$ cat src/rtl/order_no_ascii_counter.sv
// order_no_ascii_counter
//
// N-digit decimal (BCD) order-number counter. The count is presented as
// ASCII, one byte per digit, for display and logging. Supports a variable
// step of 0..9, a BCD parallel load, a synchronous clear, and wrap or
// saturate behaviour at the top of range.
//
// Parameters:
//   NUM_DIGITS  number of decimal digits (1..8)
//   SAT_MODE    0 = wrap to all zeros, 1 = saturate at all nines
//
// Ports:
//   clk         system clock, rising edge
//   rst_n       synchronous active-low reset
//   clear       synchronous clear of the count to zero
//   load        parallel load strobe
//   load_bcd    BCD load value, digit 0 in [3:0]
//   enable      add step to the count this cycle
//   step        increment amount (0..9 legal)
//   order_no    ASCII digits, byte k = digit k
//   wrap        pulse: increment wrapped past all nines (SAT_MODE=0)
//   sat         pulse: increment clipped at all nines (SAT_MODE=1)
//   ovf_sticky  set on wrap/sat; cleared by reset, clear or accepted load
//   load_err    pulse: load rejected, a nibble was above 9
//   step_err    pulse: enable with step above 9, increment suppressed
module order_no_ascii_counter #(
    parameter int NUM_DIGITS = 5,
    parameter bit SAT_MODE   = 1'b0
) (
    input  logic                    clk,
    input  logic                    rst_n,
    input  logic                    clear,
    input  logic                    load,
    input  logic [4*NUM_DIGITS-1:0] load_bcd,
    input  logic                    enable,
    input  logic [3:0]              step,
    output logic [8*NUM_DIGITS-1:0] order_no,
    output logic                    wrap,
    output logic                    sat,
    output logic                    ovf_sticky,
    output logic                    load_err,
    output logic                    step_err
);

    localparam int BCD_W   = 4 * NUM_DIGITS;
    localparam int ASCII_W = 8 * NUM_DIGITS;

    logic [BCD_W-1:0]      count_reg;
    logic [BCD_W-1:0]      count_next;
    logic [ASCII_W-1:0]    order_no_reg;
    logic [ASCII_W-1:0]    order_no_next;
    logic                  wrap_reg, wrap_next;
    logic                  sat_reg, sat_next;
    logic                  sticky_reg, sticky_next;
    logic                  load_err_reg, load_err_next;
    logic                  step_err_reg, step_err_next;

    logic [BCD_W-1:0]      sum_bcd;
    logic [BCD_W-1:0]      all_nines;
    logic [NUM_DIGITS-1:0] nibble_bad;
    logic                  carry_out;
    logic                  load_ok;
    logic                  step_ok;

    // Per-digit helpers: load validation, the saturation constant and the
    // ASCII view of the next count. A BCD digit 0..9 maps to ASCII simply
    // by prefixing the 0x3 high nibble.
    generate
        for (genvar gi = 0; gi < NUM_DIGITS; gi++) begin : g_digit
            assign nibble_bad[gi]              = (load_bcd[4*gi +: 4] > 4'd9);
            assign all_nines[4*gi +: 4]        = 4'd9;
            assign order_no_next[8*gi +: 8]    = {4'h3, count_next[4*gi +: 4]};
        end
    endgenerate

    assign load_ok = ~|nibble_bad;
    assign step_ok = (step <= 4'd9);

    // Decimal ripple add. The step enters as the carry-in of digit 0; since
    // step <= 9 and each digit <= 9, every digit sum is at most 18, so the
    // carry into higher digits is only ever 0 or 1. Kept inside one process
    // so the carry chain is a single combinational cone.
    always_comb begin
        logic [4:0] raw;
        logic [3:0] carry;
        raw     = '0;
        carry   = step;
        sum_bcd = '0;
        for (int i = 0; i < NUM_DIGITS; i++) begin
            raw = {1'b0, count_reg[4*i +: 4]} + {1'b0, carry};
            if (raw > 5'd9) begin
                sum_bcd[4*i +: 4] = 4'(raw - 5'd10);
                carry             = 4'd1;
            end else begin
                sum_bcd[4*i +: 4] = raw[3:0];
                carry             = 4'd0;
            end
        end
        carry_out = (carry != 4'd0);
    end

    // Command decode: clear > load > enable. Lower-priority commands in the
    // same cycle are dropped silently, including their error checks.
    always_comb begin
        count_next    = count_reg;
        sticky_next   = sticky_reg;
        wrap_next     = 1'b0;
        sat_next      = 1'b0;
        load_err_next = 1'b0;
        step_err_next = 1'b0;
        if (clear) begin
            count_next  = '0;
            sticky_next = 1'b0;
        end else if (load) begin
            if (load_ok) begin
                count_next  = load_bcd;
                sticky_next = 1'b0;
            end else begin
                load_err_next = 1'b1;
            end
        end else if (enable) begin
            if (!step_ok) begin
                step_err_next = 1'b1;
            end else if (carry_out) begin
                // Carry out of the top digit means the true sum exceeded
                // all nines; the digits already hold sum mod 10^N.
                sticky_next = 1'b1;
                if (SAT_MODE) begin
                    count_next = all_nines;
                    sat_next   = 1'b1;
                end else begin
                    count_next = sum_bcd;
                    wrap_next  = 1'b1;
                end
            end else begin
                count_next = sum_bcd;
            end
        end
    end

    always_ff @(posedge clk) begin
        if (!rst_n) begin
            count_reg    <= '0;
            order_no_reg <= {NUM_DIGITS{8'h30}};
            wrap_reg     <= 1'b0;
            sat_reg      <= 1'b0;
            sticky_reg   <= 1'b0;
            load_err_reg <= 1'b0;
            step_err_reg <= 1'b0;
        end else begin
            count_reg    <= count_next;
            order_no_reg <= order_no_next;
            wrap_reg     <= wrap_next;
            sat_reg      <= sat_next;
            sticky_reg   <= sticky_next;
            load_err_reg <= load_err_next;
            step_err_reg <= step_err_next;
        end
    end

    assign order_no   = order_no_reg;
    assign wrap       = wrap_reg;
    assign sat        = sat_reg;
    assign ovf_sticky = sticky_reg;
    assign load_err   = load_err_reg;
    assign step_err   = step_err_reg;

endmodule

$ cat config.mk
export PLATFORM = sky130hd
export DESIGN_NAME = order_no_ascii_counter
export DESIGN_NICKNAME = d
export VERILOG_FILES = /design/src/rtl/order_no_ascii_counter.sv
export SDC_FILE = /design/constraint.sdc
export NUM_CORES = 1
export LEC_CHECK = 0
export BUFFER_PORTS_ARGS = -buffer_cell sky130_fd_sc_hd__buf_2
export CORE_UTILIZATION = 54
export DETAILED_ROUTE_END_ITERATION = 10
export PLACE_DENSITY = 0.85
export SYNTH_ARGS = -nofsm -noshare
export SYNTH_HDL_FRONTEND = slang
export SYNTH_SLANG_ARGS = --single-unit
$ cat constraint.sdc
create_clock -name clk -period 16.4 [get_ports clk]
set_clock_uncertainty 0.1 [all_clocks]
set_input_delay 3.28 -clock clk [delete_from_list [all_inputs] [get_ports clk]]
set_output_delay 3.28 -clock clk [all_outputs]
set_load 0.01 [all_outputs]
# After elaboration in Yosys (flattened, before gate mapping)

Index checks and enable logic that the tools add are counted.

Register bits after elaboration: 44
Input bits: 29

Add/sub/neg operators: 10
$lt $le $gt $ge: 11
Eq/ne operators: 1
Muxes and demuxes: 23
Bitwise gates (word level): 4
Reduce and logical (&&, ||, !) cells: 10

Operators with widths:

| kind                                                                            | number |
|---|---|
| 20-bit two-way mux                                                              | 5 |
| 5-bit by 4-bit greater-than comparator with 1-bit output, second input constant | 5 |
| 4-bit by 1-bit adder with 5-bit output                                          | 4 |
| 4-bit greater-than comparator, second input constant                            | 5 |
| 4-bit two-way mux                                                               | 5 |
| 4-bit subtractor, second input constant                                         | 5 |
| 1-bit two-way mux                                                               | 13 |
| 5-bit OR reduction                                                              | 2 |
| 2-bit nonzero test                                                              | 3 |
| 4-bit by 4-bit adder with 5-bit output                                          | 1 |
| 4-bit less-or-equal comparator, second input constant                           | 1 |
| 1-bit inverter                                                                  | 4 |
| 4-bit AND reduction                                                             | 1 |
| 4-bit nonzero test                                                              | 1 |
| 4-bit OR reduction                                                              | 1 |
| 3-bit OR reduction                                                              | 1 |
| 2-bit inequality test, second input constant                                    | 1 |
| 2-bit OR reduction                                                              | 1 |

# Logic depth before layout (Yosys ltp)

Gate-level depths: netlist of the first run.

Depth after elaboration: 20
Gate-level depth with buffers: 38
Mapped depth without buffers: 38

# Least setup slack after synthesis of the first run

Ideal clock, no wire load.

Path type: in2reg
Start: in step[0]
End: reg order_no_reg[34], in the netlist order_no[34]
Library setup time: 0.117 ns
Arrival time: 10.555 ns
Required time: 16.183 ns
Setup slack: 5.628 ns
Stages: 38
Path buffers: 0
Path through: ha_1 inv_1 fa_1 xor2_1 ha_1 a21boi_1 and4b_1 o21ai_0 nand2b_1 ha_1 ha_1 xnor2_1 ha_1 a21boi_0 o31a_1 inv_2 ha_1 ha_1 [2 not listed] a21boi_0 o31a_1 inv_2 ha_1 ha_1 xnor2_1 ha_1 a21boi_0 o31a_1 inv_1 ha_1 ha_1 xnor2_1 ha_1 nor2b_1 o31a_1 o221ai_1 a32o_1

Cells in the longest elaborated chain, start to end: 19

Ends and longest elaborated chain:

| what                                                                                         | RTL line | text |
|---|---|---|
| start: declaration                                                                           | 36       | `input logic [3:0] step,` |
| 4-bit by 4-bit adder with 5-bit output                                                       | 90       | `raw = {1'b0, count_reg[4*i +: 4]} + {1'b0, carry};` |
| 5-bit by 4-bit greater-than comparator with 1-bit output                                     | 91       | `if (raw > 5'd9) begin` |
| 1-bit two-way mux                                                                            | 91       |  |
| 4-bit by 1-bit adder with 5-bit output                                                       | 90       |  |
| 5-bit by 4-bit greater-than comparator with 1-bit output                                     | 91       |  |
| 1-bit two-way mux                                                                            | 91       |  |
| 4-bit by 1-bit adder with 5-bit output                                                       | 90       |  |
| 5-bit by 4-bit greater-than comparator with 1-bit output                                     | 91       |  |
| [3 not listed]                                                                               | --       |  |
| 1-bit two-way mux                                                                            | 91       |  |
| 4-bit by 1-bit adder with 5-bit output                                                       | 90       |  |
| 4-bit subtractor or 5-bit by 4-bit greater-than comparator with 1-bit output (tied branches) | 92, 91   |  |
| 4-bit two-way mux                                                                            | 91       |  |
| 20-bit two-way mux *                                                                         | 122      | `if (!step_ok) begin` |
| 20-bit two-way mux *                                                                         | 121      | `end else if (enable) begin` |
| 20-bit two-way mux *                                                                         | 114      | `end else if (load) begin` |
| 20-bit two-way mux *                                                                         | 111      | `if (clear) begin` |
| end signal: assignment                                                                       | 144      | `order_no_reg <= {NUM_DIGITS{8'h30}};` |
| end signal: assignment                                                                       | 152      | `order_no_reg <= order_no_next;` |
| end: declaration                                                                             | 50       | `logic [ASCII_W-1:0] order_no_reg;` |

Every way passes the cells marked *; elsewhere a longest branch is shown, timed or not.
A chain may end at the register's enable or synchronous reset.

# Worst setup path after layout of the first run

Ends and elaborated chain as after synthesis.

==> key figures, run 1 <==
Logic synthesis
  – Largest family of logic cells by synthesized area: compound AO/OA/AOI/OAI gates
  – Post-synthesis mux area share: 2.33%
  – Post-synthesis compound-gate area fraction: ~27%
  – Sequential area share after synthesis: between 20% and 30%
  – Adder-cell share of the synthesized area: a little over an eighth
  – Syn Area/Cell: 8.34 um2
  – Synth Warn #: 0
  – Post-Syn Area: roughly 2200 um2
  – Post-synth top area share: between 20% and 30%
  – Syn Inst Count: approximately 260
  – Leading post-synthesis cells by cell area: dfxtp_1, ha_1, buf_4
  – Async SR Flop Fraction: 0%
  – Simple-gate portion of the synthesized area: between 10% and 20%
  – Post-Synth XOR/XNOR Area: between 4 and 5%
  – Largest area contributor in the netlist: dfxtp_1
  – Yosys reg bits: 24
  – Yosys cell types: 46
  – Top FF cell, synth: dfxtp_1
  – Post-synth EDFFs: 0

STA
  – Final setup violation count: 0
  – RSZ-0062 raised after global routing: false
  – Pins Over Slew Limit: 0
  – Final period util: 71.1%
  – Max transition margin: between 20% and 30%
  – Post-layout min period: around 12 ns
  – Max frequency: between 0.08 and 0.09 GHz
  – Worst Max-Slew Pin Slew: 1.14 ns
  – Final Hold Fails: 0
  – Final hold slack: approximately 0.40 ns
  – Final setup TNS: 0 ns

Setup path
  – CP required: 16.47 ns
  – CP max stage cell: fa_1
  – Max stage delay on crit path: 0.38 ns
  – R2R Setup Slk: around 7.4 ns
  – Worst reg2reg path depth: 38
  – Worst Setup End Kind: flop
  – Cell mode on critical path: ha_1
  – CP max FO: 5
  – Kind of critical path: in2reg
  – Critical path launch point type: input pin
  – Crit path DAT: approximately 12 ns

Placement
  – RePlAce Congestion: 0.969
  – IO Port Bufs: 52
  – DP Wirelength: between 3000 and 4000 um

Outcome
  – Status: finished clean

Die
  – Die Footprint: between 4000 and 5000 um2
  – Die Ht: 65.1 um
  – Initial core utilization: about 57%
  – Core area: between 3000 and 4000 um2
  – Ports: 74
  – # rows: 22
  – Die W: between 60 and 70 um

Clock tree
  – Setup bufs post-CTS: 0
  – CTS buffer count: 3
  – Root Driver: clkbuf_8
  – Reg clk slew, reported paths: approximately 0.080 ns
  – Hold bufs inserted after CTS: 0
  – Latest clock arrival within the worst-skew pair: 0.27 ns
  – CTS max path bufs: 2
  – CTS tree: yes
  – Htree depth: 1
  – # clock sinks: 24
  – Post-cts resize count: 0

Global routing
  – Global Route met1 Usage: between 30% and 40%
  – GRT Max-Usage Layer: met2
  – GR Util met3: under 10%
  – Antenna violations before repair: 0
  – GRT Total Usage: 24.0%
  – Largest net degree at the start of global routing: 34
  – Vias in the first global route: 1780
  – Remaining Overflow, GRT: 0
  – Grt met2 use: around two fifths
  – Global-route wire length before repair: between 7000 and 8000 um

Final layout
  – Area Overhead vs Synth: 10.1%
  – Commonest non-fill, non-tap cell in the layout: buf_2
  – Fill count: about 340
  – Diode count: 0
  – Fin nets: roughly 350
  – Share of layout cells above drive strength 1: approximately 22%
  – Highest-count cells in the layout ignoring fill and taps: buf_2, nor2_1, dfxtp_1
  – Largest register FFs: 20
  – Post-layout util: 63.2%

Hold path
  – Hold Crit Class: reg2reg
  – Worst Hold Path Cells: 1

Routing
  – Number of DRC markers in iteration 0: ~120
  – Drt first pass iters: 5
  – Drt total wl: between 4000 and 5000 um
  – Post-route antenna net violation count: 0
  – Vias: between 2000 and 2500
  – Via density: roughly 6
  – Number of remaining DRC errors: 0
  – Wire length per cell: roughly 14 um

Pwr
  – P per Cell Area: between 50 and 60 nW/um2
  – Cell leakage power: ~1.1 nW
  – VDD IR-drop max: between 0.00005 and 0.00006 V

Run
  – Max_cap viols: 0
[synthesized netlist by cell type, types with 2 or more instances]
cell type,number
nor2_1,27
dfxtp_1,24
buf_4,22
ha_1,21
nand3_1,18
o21ai_0,16
inv_1,10
a211oi_1,8
a21oi_1,7
a32o_1,7
o211ai_1,7
xnor2_1,7
clkbuf_1,6
mux2i_1,5
o21ai_1,5
xor2_1,5
a21boi_0,4
and3_1,4
buf_6,4
nand4_1,4
o221ai_1,4
o31a_1,4
inv_2,3
nand2b_1,3
nor2b_1,3
nor3_1,3
o31ai_2,3
a41oi_1,2
conb_1,2
nand2_1,2
o211a_1,2
o21a_1,2
[layer usage]
metal  up-vias  wire length, um
met1       935             2150
li1       1010                -
met5         -                0
met4         0               40
met3         4              356
met2        98             2220
[final cells by class]
| cell class | instances | area [um2] | share of cell area [%] |
|---|---|---|---|
| timing repair buffer | 52 | 260 | 11.0 |
| inverter | 13 | 48.8 | 2.06 |
| sequential | 24 | 480 | 20.3 |
| clock buffer | 4 | 55.1 | 2.33 |
| tap | 48 | 60.1 | 2.54 |
| multi-input combinational | 208 | 1460 | 61.8 |
[final timing paths]
check                            from                        end
max                           step[0]  order_no[34]$_SDFFE_PP0P_
min reg2reg   ovf_sticky$_SDFFE_PP0P_    ovf_sticky$_SDFFE_PP0P_
min           ovf_sticky$_SDFFE_PP0P_    ovf_sticky$_SDFFE_PP0P_
max reg2reg  order_no[0]$_SDFFE_PP0P_  order_no[34]$_SDFFE_PP0P_
[kinds of logic (layout without fill, tap and decap cells)]
| group | count (synthesis) | count (layout) |
|---|---|---|
| simple gates | 70 | 70 |
| mux | 5 | 5 |
| buf+inv | 45 | 69 |
| other cells | 2 | 21 |
| fa+ha+maj | 22 | 22 |
| flops | 24 | 24 |
| xor+xnor | 12 | 12 |
| compound gates | 78 | 78 |
[report_power, final]
part           internal, W  leakage, nW  switching [W]
clock            0.0000215       0.0288      0.0000201
sequential       0.0000596        0.194     0.00000129
combinational    0.0000128        0.870      0.0000213
total            0.0000938         1.09      0.0000427
[through the flow]
step	instances	worst slack, ns	cell area, um2	total power, W
2_1_floorplan	277	5.63	2220	0.0000910
4_1_cts	349	4.85	2370	0.000137
3_5_place_dp	345	4.65	2310	0.0000958
6_report	349	4.73	2370	0.000137
5_1_grt	349	4.00	2370	0.000145
3_3_place_gp	345	4.93	2310	0.0000950
[worst max-delay path, delay by kind of cell]
family	cells	cell delay (ns)
adder cells (fa/ha/maj)	15	3.44
AO/OA/AOI/OAI	11	2.52
XOR/XNOR	5	1.61
AND/OR/NAND/NOR	3	0.58
buffers and inverters	5	0.31
No activity file was read; power rests on OpenSTA's default activity.
==> run 2: changes to the inputs <==
--- a/config.mk
+++ b/config.mk
@@ -6,9 +6,9 @@
 export NUM_CORES = 1
 export LEC_CHECK = 0
 export BUFFER_PORTS_ARGS = -buffer_cell sky130_fd_sc_hd__buf_2
-export CORE_UTILIZATION = 54
+export CORE_UTILIZATION = 51
 export DETAILED_ROUTE_END_ITERATION = 10
-export PLACE_DENSITY = 0.85
+export PLACE_DENSITY = 0.81
 export SYNTH_ARGS = -nofsm -noshare
 export SYNTH_HDL_FRONTEND = slang
 export SYNTH_SLANG_ARGS = --single-unit
==> constraint.sdc (replaced) <==
create_clock -name clk -period 12.2 [get_ports clk]
set_clock_uncertainty 0.1 [all_clocks]
set_input_delay 2.44 -clock clk [delete_from_list [all_inputs] [get_ports clk]]
set_output_delay 2.44 -clock clk [all_outputs]
set_load 0.01 [all_outputs]
==> key figures, run 2 (synthesized netlist as in run 1, its figures left out) <==
Routing
  – Post-route antenna net violation count: 0 (unchanged)
  – Top Layer Used: met4
  – Drt first pass iters: 4 (-1)
  – Drt total wl: 5030 um (+5.7%)
  – Via density: 5.79 (-1.3%)
  – Number of remaining DRC errors: 0 (unchanged)
  – DR WL met3: 239 um (-33%)
  – Vias: 2032 (-0.73%)
  – Met2 routed WL: 2460 um (+11%)
  – Wire length per cell: 14.3 um (+5.1%)
  – DRT met1 WL: 2270 um (+5.6%)
  – Number of DRC markers in iteration 0: 123 (+4.2%)

Pwr
  – Logic pwr share: 25.0% (about the same)
  – Cell-internal power: 0.000126 W (+35%)
  – P per Cell Area: 77.8 nW/um2 (+35%)
  – Cell leakage power: 1.09 nW (unchanged)
  – Clock share of power: 30.6% (about the same)
  – Sw frac: 31.5% (+0.24 points)
  – VDD IR-drop max: 0.0000337 V (-34%)
  – Sw Pwr: 0.0000581 W (+36%)
  – Seq pwr share: 44.5% (about the same)

Setup path
  – Cell mode on critical path: ha_1
  – Critical path launch point type: input pin
  – CP max FO: 5 (unchanged)
  – CP max stage cell: fa_1
  – Max stage delay on crit path: 0.39 ns (about the same)
  – Crit path DAT: 10.86 ns (-0.87 ns)
  – CP required: 12.27 ns (-4.20 ns)
  – Worst Setup End Kind: flop
  – Kind of critical path: in2reg

Die
  – Core area: 4030 um2 (+7.6%)
  – Die W: 66.9 um (+2.8%)
  – Die Footprint: 4480 um2 (+5.7%)
  – Ports: 74 (unchanged)
  – # rows: 23 (+4.5%)
  – Initial core utilization: 53.4% (-4.1 points)
  – Die Ht: 66.9 um (+2.8%)

Placement
  – Placed cells: 347 (+0.58%)
  – RePlAce Congestion: 0.927 (-4.3%)
  – IO Port Bufs: 52 (unchanged)
  – DP Wirelength: 3800 um (+8.3%)

Clock tree
  – Htree depth: 1 (unchanged)
  – CTS buffer count: 3 (unchanged)
  – Post-cts resize count: 0 (unchanged)
  – Reg clk slew, reported paths: 0.08 ns (about the same)
  – CTS tree: yes
  – CTS max path bufs: 2 (unchanged)
  – # clock sinks: 24 (unchanged)
  – Root Driver: clkbuf_8
  – Latest clock arrival within the worst-skew pair: 0.28 ns (about the same)
  – Hold bufs inserted after CTS: 0 (unchanged)
  – Setup bufs post-CTS: 0 (unchanged)

Global routing
  – Largest net degree at the start of global routing: 34 (unchanged)
  – Vias in the first global route: 1860 (+4.5%)
  – GRT Total Usage: 24.4% (+0.40 points)
  – Global-route wire length before repair: 8250 um (+3.4%)
  – Antenna violations before repair: 0 (unchanged)
  – Remaining Overflow, GRT: 0 (unchanged)

Final layout
  – Post-layout util: 58.8% (-4.4 points)
  – Largest register FFs: 20 (unchanged)
  – Commonest non-fill, non-tap cell in the layout: buf_2
  – Final Instance Count excl. Fillers: 351 (+0.57%)
  – Highest-count cells in the layout ignoring fill and taps: buf_2, nor2_1, dfxtp_1
  – Area Overhead vs Synth: 10.2%
  – Fin nets: 353 (unchanged)
  – Diode count: 0 (unchanged)
  – Share of layout cells above drive strength 1: 22.3% (unchanged)

STA
  – Max transition margin: 22.9% (-0.93 points)
  – Final Hold Fails: 0 (unchanged)
  – Final setup TNS: 0 ns (unchanged)
  – Post-layout min period: about 11 ns
  – Worst Max-Slew Pin Slew: 1.15 ns (+0.0139 ns)
  – Max frequency: 0.0927 GHz
  – RSZ-0062 raised after global routing: false
  – Final setup violation count: 0 (unchanged)
  – Final period util: slightly below 90%
  – Pins Over Slew Limit: 0 (unchanged)

Run
  – Max_cap viols: 0 (unchanged)

Outcome
  – Status: finished clean

Hold path
  – Hold Crit Class: reg2reg
==> run 2: cell counts in the layout (fill, tap and decap cells not counted) <==
Identical to the previous run, type by type.
==> run 2: worst paths after layout <==
| check | start | endpoint | slack (ns) | cells after the start |
|---|---|---|---|---|
| worst max register to register | order_no[0]$_SDFFE_PP0P_ | order_no[34]$_SDFFE_PP0P_ | 3.26 | 38 |
| worst min register to register | order_no[2]$_SDFFE_PP0P_ | order_no[2]$_SDFFE_PP0P_ | 0.40 | 2 |
| worst max-delay path | step[0] | order_no[34]$_SDFFE_PP0P_ | 1.41 | 39 |
| worst min-delay path | order_no[2]$_SDFFE_PP0P_ | order_no[2]$_SDFFE_PP0P_ | 0.40 | 2 |
==> run 2: metal layers <==
layer,track usage [%],vias to the layer above
met1,30.5,956
met2,40.9,64
met3,4.11,7
met5,0,-
met4,9.84,0
li1,-,1005
==> run 2: cell type report <==
cell class	count	area (um2)
multi-input combinational	208	1460
timing repair buffer	52	260
inverter	13	48.8
tap	50	62.6
clock buffer	4	55.1
sequential	24	480
fill	388	1660
==> run 2: critical path, delay by kind of cell <==
family          cells  cell delay (ns)
compound gates     11             2.50
xor+xnor            5             1.58
fa+ha+maj          15             3.43
buf+inv             5             0.32
simple gates        3             0.58
==> run 2: metrics by stage <==
| stage | worst slack [ns] | area (um2) | total power, W | hold slack (ns) |
|---|---|---|---|---|
| CTS | 1.49 | 2370 | 0.000184 | 0.404 |
| global route | 0.722 | 2370 | 0.000195 | 0.416 |
| floorplan | 2.27 | 2220 | 0.000122 | 0.398 |
| finish | 1.41 | 2370 | 0.000184 | 0.403 |
| global placement | 1.62 | 2310 | 0.000128 | 0.382 |
| detailed placement | 1.26 | 2310 | 0.000129 | 0.388 |
==> run 2: power groups by stage <==
stage	sequential [W]	combinational, W	clock (W)
2_1_floorplan	0.0000842	0.0000381	0
3_3_place_gp	0.0000837	0.0000442	0
3_5_place_dp	0.0000838	0.0000455	0
4_1_cts	0.0000819	0.0000456	0.0000567
5_1_grt	0.0000823	0.0000518	0.0000613
6_report	0.0000820	0.0000461	0.0000563
==> run 3: changes to the inputs <==
--- a/config.mk
+++ b/config.mk
@@ -6,9 +6,12 @@
 export NUM_CORES = 1
 export LEC_CHECK = 0
 export BUFFER_PORTS_ARGS = -buffer_cell sky130_fd_sc_hd__buf_2
-export CORE_UTILIZATION = 51
+export CELL_PAD_IN_SITES_DETAIL_PLACEMENT = 1
+export CELL_PAD_IN_SITES_GLOBAL_PLACEMENT = 2
+export CORE_UTILIZATION = 28
+export CTS_BUF_LIST = sky130_fd_sc_hd__clkbuf_16
 export DETAILED_ROUTE_END_ITERATION = 10
-export PLACE_DENSITY = 0.81
+export PLACE_DENSITY_LB_ADDON = 0.1
 export SYNTH_ARGS = -nofsm -noshare
 export SYNTH_HDL_FRONTEND = slang
 export SYNTH_SLANG_ARGS = --single-unit
==> key figures, run 3 (synthesized netlist as in run 1, its figures left out) <==
Outcome
  – Status: finished clean

Final layout
  – Largest register FFs: 20 (unchanged)
  – Post-layout util: 33.8% (-25 points)
  – Fin nets: 356 (+0.85%)
  – Share of layout cells above drive strength 1: 22.7% (+0.44 points)
  – Diode count: 0 (unchanged)
  – Area Overhead vs Synth: 15.2%
  – Commonest non-fill, non-tap cell in the layout: buf_2
  – Highest-count cells in the layout ignoring fill and taps: buf_2, nor2_1, dfxtp_1

STA
  – RSZ-0062 raised after global routing: false
  – Max frequency: 0.0930 GHz (+0.37%)
  – Worst Max-Slew Pin Slew: 0.847 ns (-0.304 ns)
  – Final setup TNS: 0 ns (unchanged)
  – Final worst slack: 1.45 ns (+0.0401 ns)
  – Final Hold Fails: 0 (unchanged)
  – Final hold slack: 0.403 ns (-0.000579 ns)
  – Post-layout min period: 10.75 ns (-0.0401 ns)
  – Final setup violation count: 0 (unchanged)
  – Pins Over Slew Limit: 0 (unchanged)
  – Max transition margin: 43.5% (+21 points)
  – Final period util: 88.1% (-0.33 points)

Clock tree
  – Root Driver: clkbuf_16
  – Hold bufs inserted after CTS: 0 (unchanged)
  – CTS tree: yes
  – Htree depth: 1 (unchanged)
  – Setup bufs post-CTS: 0 (unchanged)
  – Latest clock arrival within the worst-skew pair: 0.26 ns (-0.02 ns)
  – CTS buffer count: 3 (unchanged)
  – Post-cts resize count: 0 (unchanged)
  – CTS max path bufs: 2 (unchanged)
  – Reg clk slew, reported paths: 0.07 ns (about the same)
  – # clock sinks: 24 (unchanged)

Pwr
  – Total power: 0.000205 W (+11%)
  – Cell leakage power: 1.12 nW (+2.2%)
  – P per Cell Area: 82.8 nW/um2 (+6.4%)
  – VDD IR-drop max: 0.0000589 V (+75%)

Setup path
  – Cell mode on critical path: ha_1
  – CP endpoint: order_no[34]$_SDFFE_PP0P_
  – CP max FO: 5 (unchanged)
  – Worst reg2reg path depth: 38 (unchanged)
  – Critical Path Source: step[0]
  – Reg2reg end: order_no[34]$_SDFFE_PP0P_
  – Kind of critical path: in2reg
  – R2R Setup Slk: 3.34 ns (+0.08 ns)
  – CP max stage cell: fa_1
  – Worst reg2reg startpoint: order_no[0]$_SDFFE_PP0P_
  – Crit path DAT: 10.81 ns (-0.05 ns)
  – Max stage delay on crit path: 0.38 ns (about the same)
  – CP required: 12.26 ns (about the same)
  – Worst Setup End Kind: flop
  – Critical path launch point type: input pin

Global routing
  – GRT Total Usage: 15.5% (-8.9 points)
  – Vias in the first global route: 1911 (+2.7%)
  – Antenna violations before repair: 0 (unchanged)
  – Global-route wire length before repair: 9470 um (+15%)
  – Largest net degree at the start of global routing: 34 (unchanged)
  – Remaining Overflow, GRT: 0 (unchanged)

Placement
  – DP Wirelength: 4690 um (+23%)
  – Place WS: 1.19 ns (-0.0692 ns)
  – IO Port Bufs: 52 (unchanged)
  – RePlAce Congestion: 0.735 (-21%)

Die
  – Core area: 7330 um2 (+82%)
  – Initial core utilization: 29.3% (-24 points)
  – Die Footprint: 8040 um2 (+79%)
  – Die Ht: 89.6 um (+34%)
  – # rows: 31 (+35%)
  – Ports: 74 (unchanged)
  – Die W: 89.6 um (+34%)

Routing
  – Post-route antenna net violation count: 0 (unchanged)
  – Number of DRC markers in iteration 0: 64 (-48%)
  – Vias: 2041 (+0.44%)
  – Drt total wl: 6030 um (+20%)
  – Number of remaining DRC errors: 0 (unchanged)
  – Via density: 5.06 (-13%)
  – Wire length per cell: 15.0 um (+4.3%)
  – Drt first pass iters: 4 (unchanged)

Run
  – Max_cap viols: 0 (unchanged)

Hold path
  – Hold Crit Class: reg2reg
==> run 3: cell type report <==
type / instances / area (um2)
clock buffer: 3 / 75.1
clock inverter: 1 / 3.75
fill: 898 / 4850
tap: 99 / 124
multi-input combinational: 208 / 1460
inverter: 13 / 48.8
sequential: 24 / 480
timing repair buffer: 55 / 283
==> run 3: how the worst min path moves through the flow <==
| stage | cells after the start | slack, ns | start | to |
|---|---|---|---|---|
| finish | 2 | 0.40 | order_no[2]$_SDFFE_PP0P_ | order_no[2]$_SDFFE_PP0P_ |
| global route | 2 | 0.42 | order_no[2]$_SDFFE_PP0P_ | order_no[2]$_SDFFE_PP0P_ |
| CTS | 2 | 0.41 | order_no[2]$_SDFFE_PP0P_ | order_no[2]$_SDFFE_PP0P_ |
| detailed placement | 2 | 0.40 | order_no[2]$_SDFFE_PP0P_ | order_no[2]$_SDFFE_PP0P_ |
| global placement | 1 | 0.39 | ovf_sticky$_SDFFE_PP0P_ | ovf_sticky$_SDFFE_PP0P_ |
| floorplan | 2 | 0.40 | order_no[2]$_SDFFE_PP0P_ | order_no[2]$_SDFFE_PP0P_ |
==> run 3: per-layer routing <==
layer	GRT usage (%)	up-vias	wire length (um)
met5	0	-	0
met4	2.60	0	21
met3	2.93	2	225
met2	27.4	41	2900
met1	19.7	983	2880
li1	-	1015	-
==> run 3: stage by stage <==
stage	area (um2)	instances
CTS	2480	403
floorplan	2220	277
global route	2480	403
finish	2480	403
global placement	2400	399
detailed placement	2400	399
==> run 3: critical path, delay by kind of cell <==
family          cells  cell delay (ns)
fa+ha+maj          15             3.42
compound gates     11             2.50
xor+xnor            5             1.59
simple gates        3             0.57
buf+inv             5             0.29
==> run 3: power breakdown <==
part	switching, W	total [W]	internal (W)
registers	0.00000179	0.0000819	0.0000801
logic	0.0000302	0.0000482	0.0000180
clock network	0.0000310	0.0000750	0.0000439
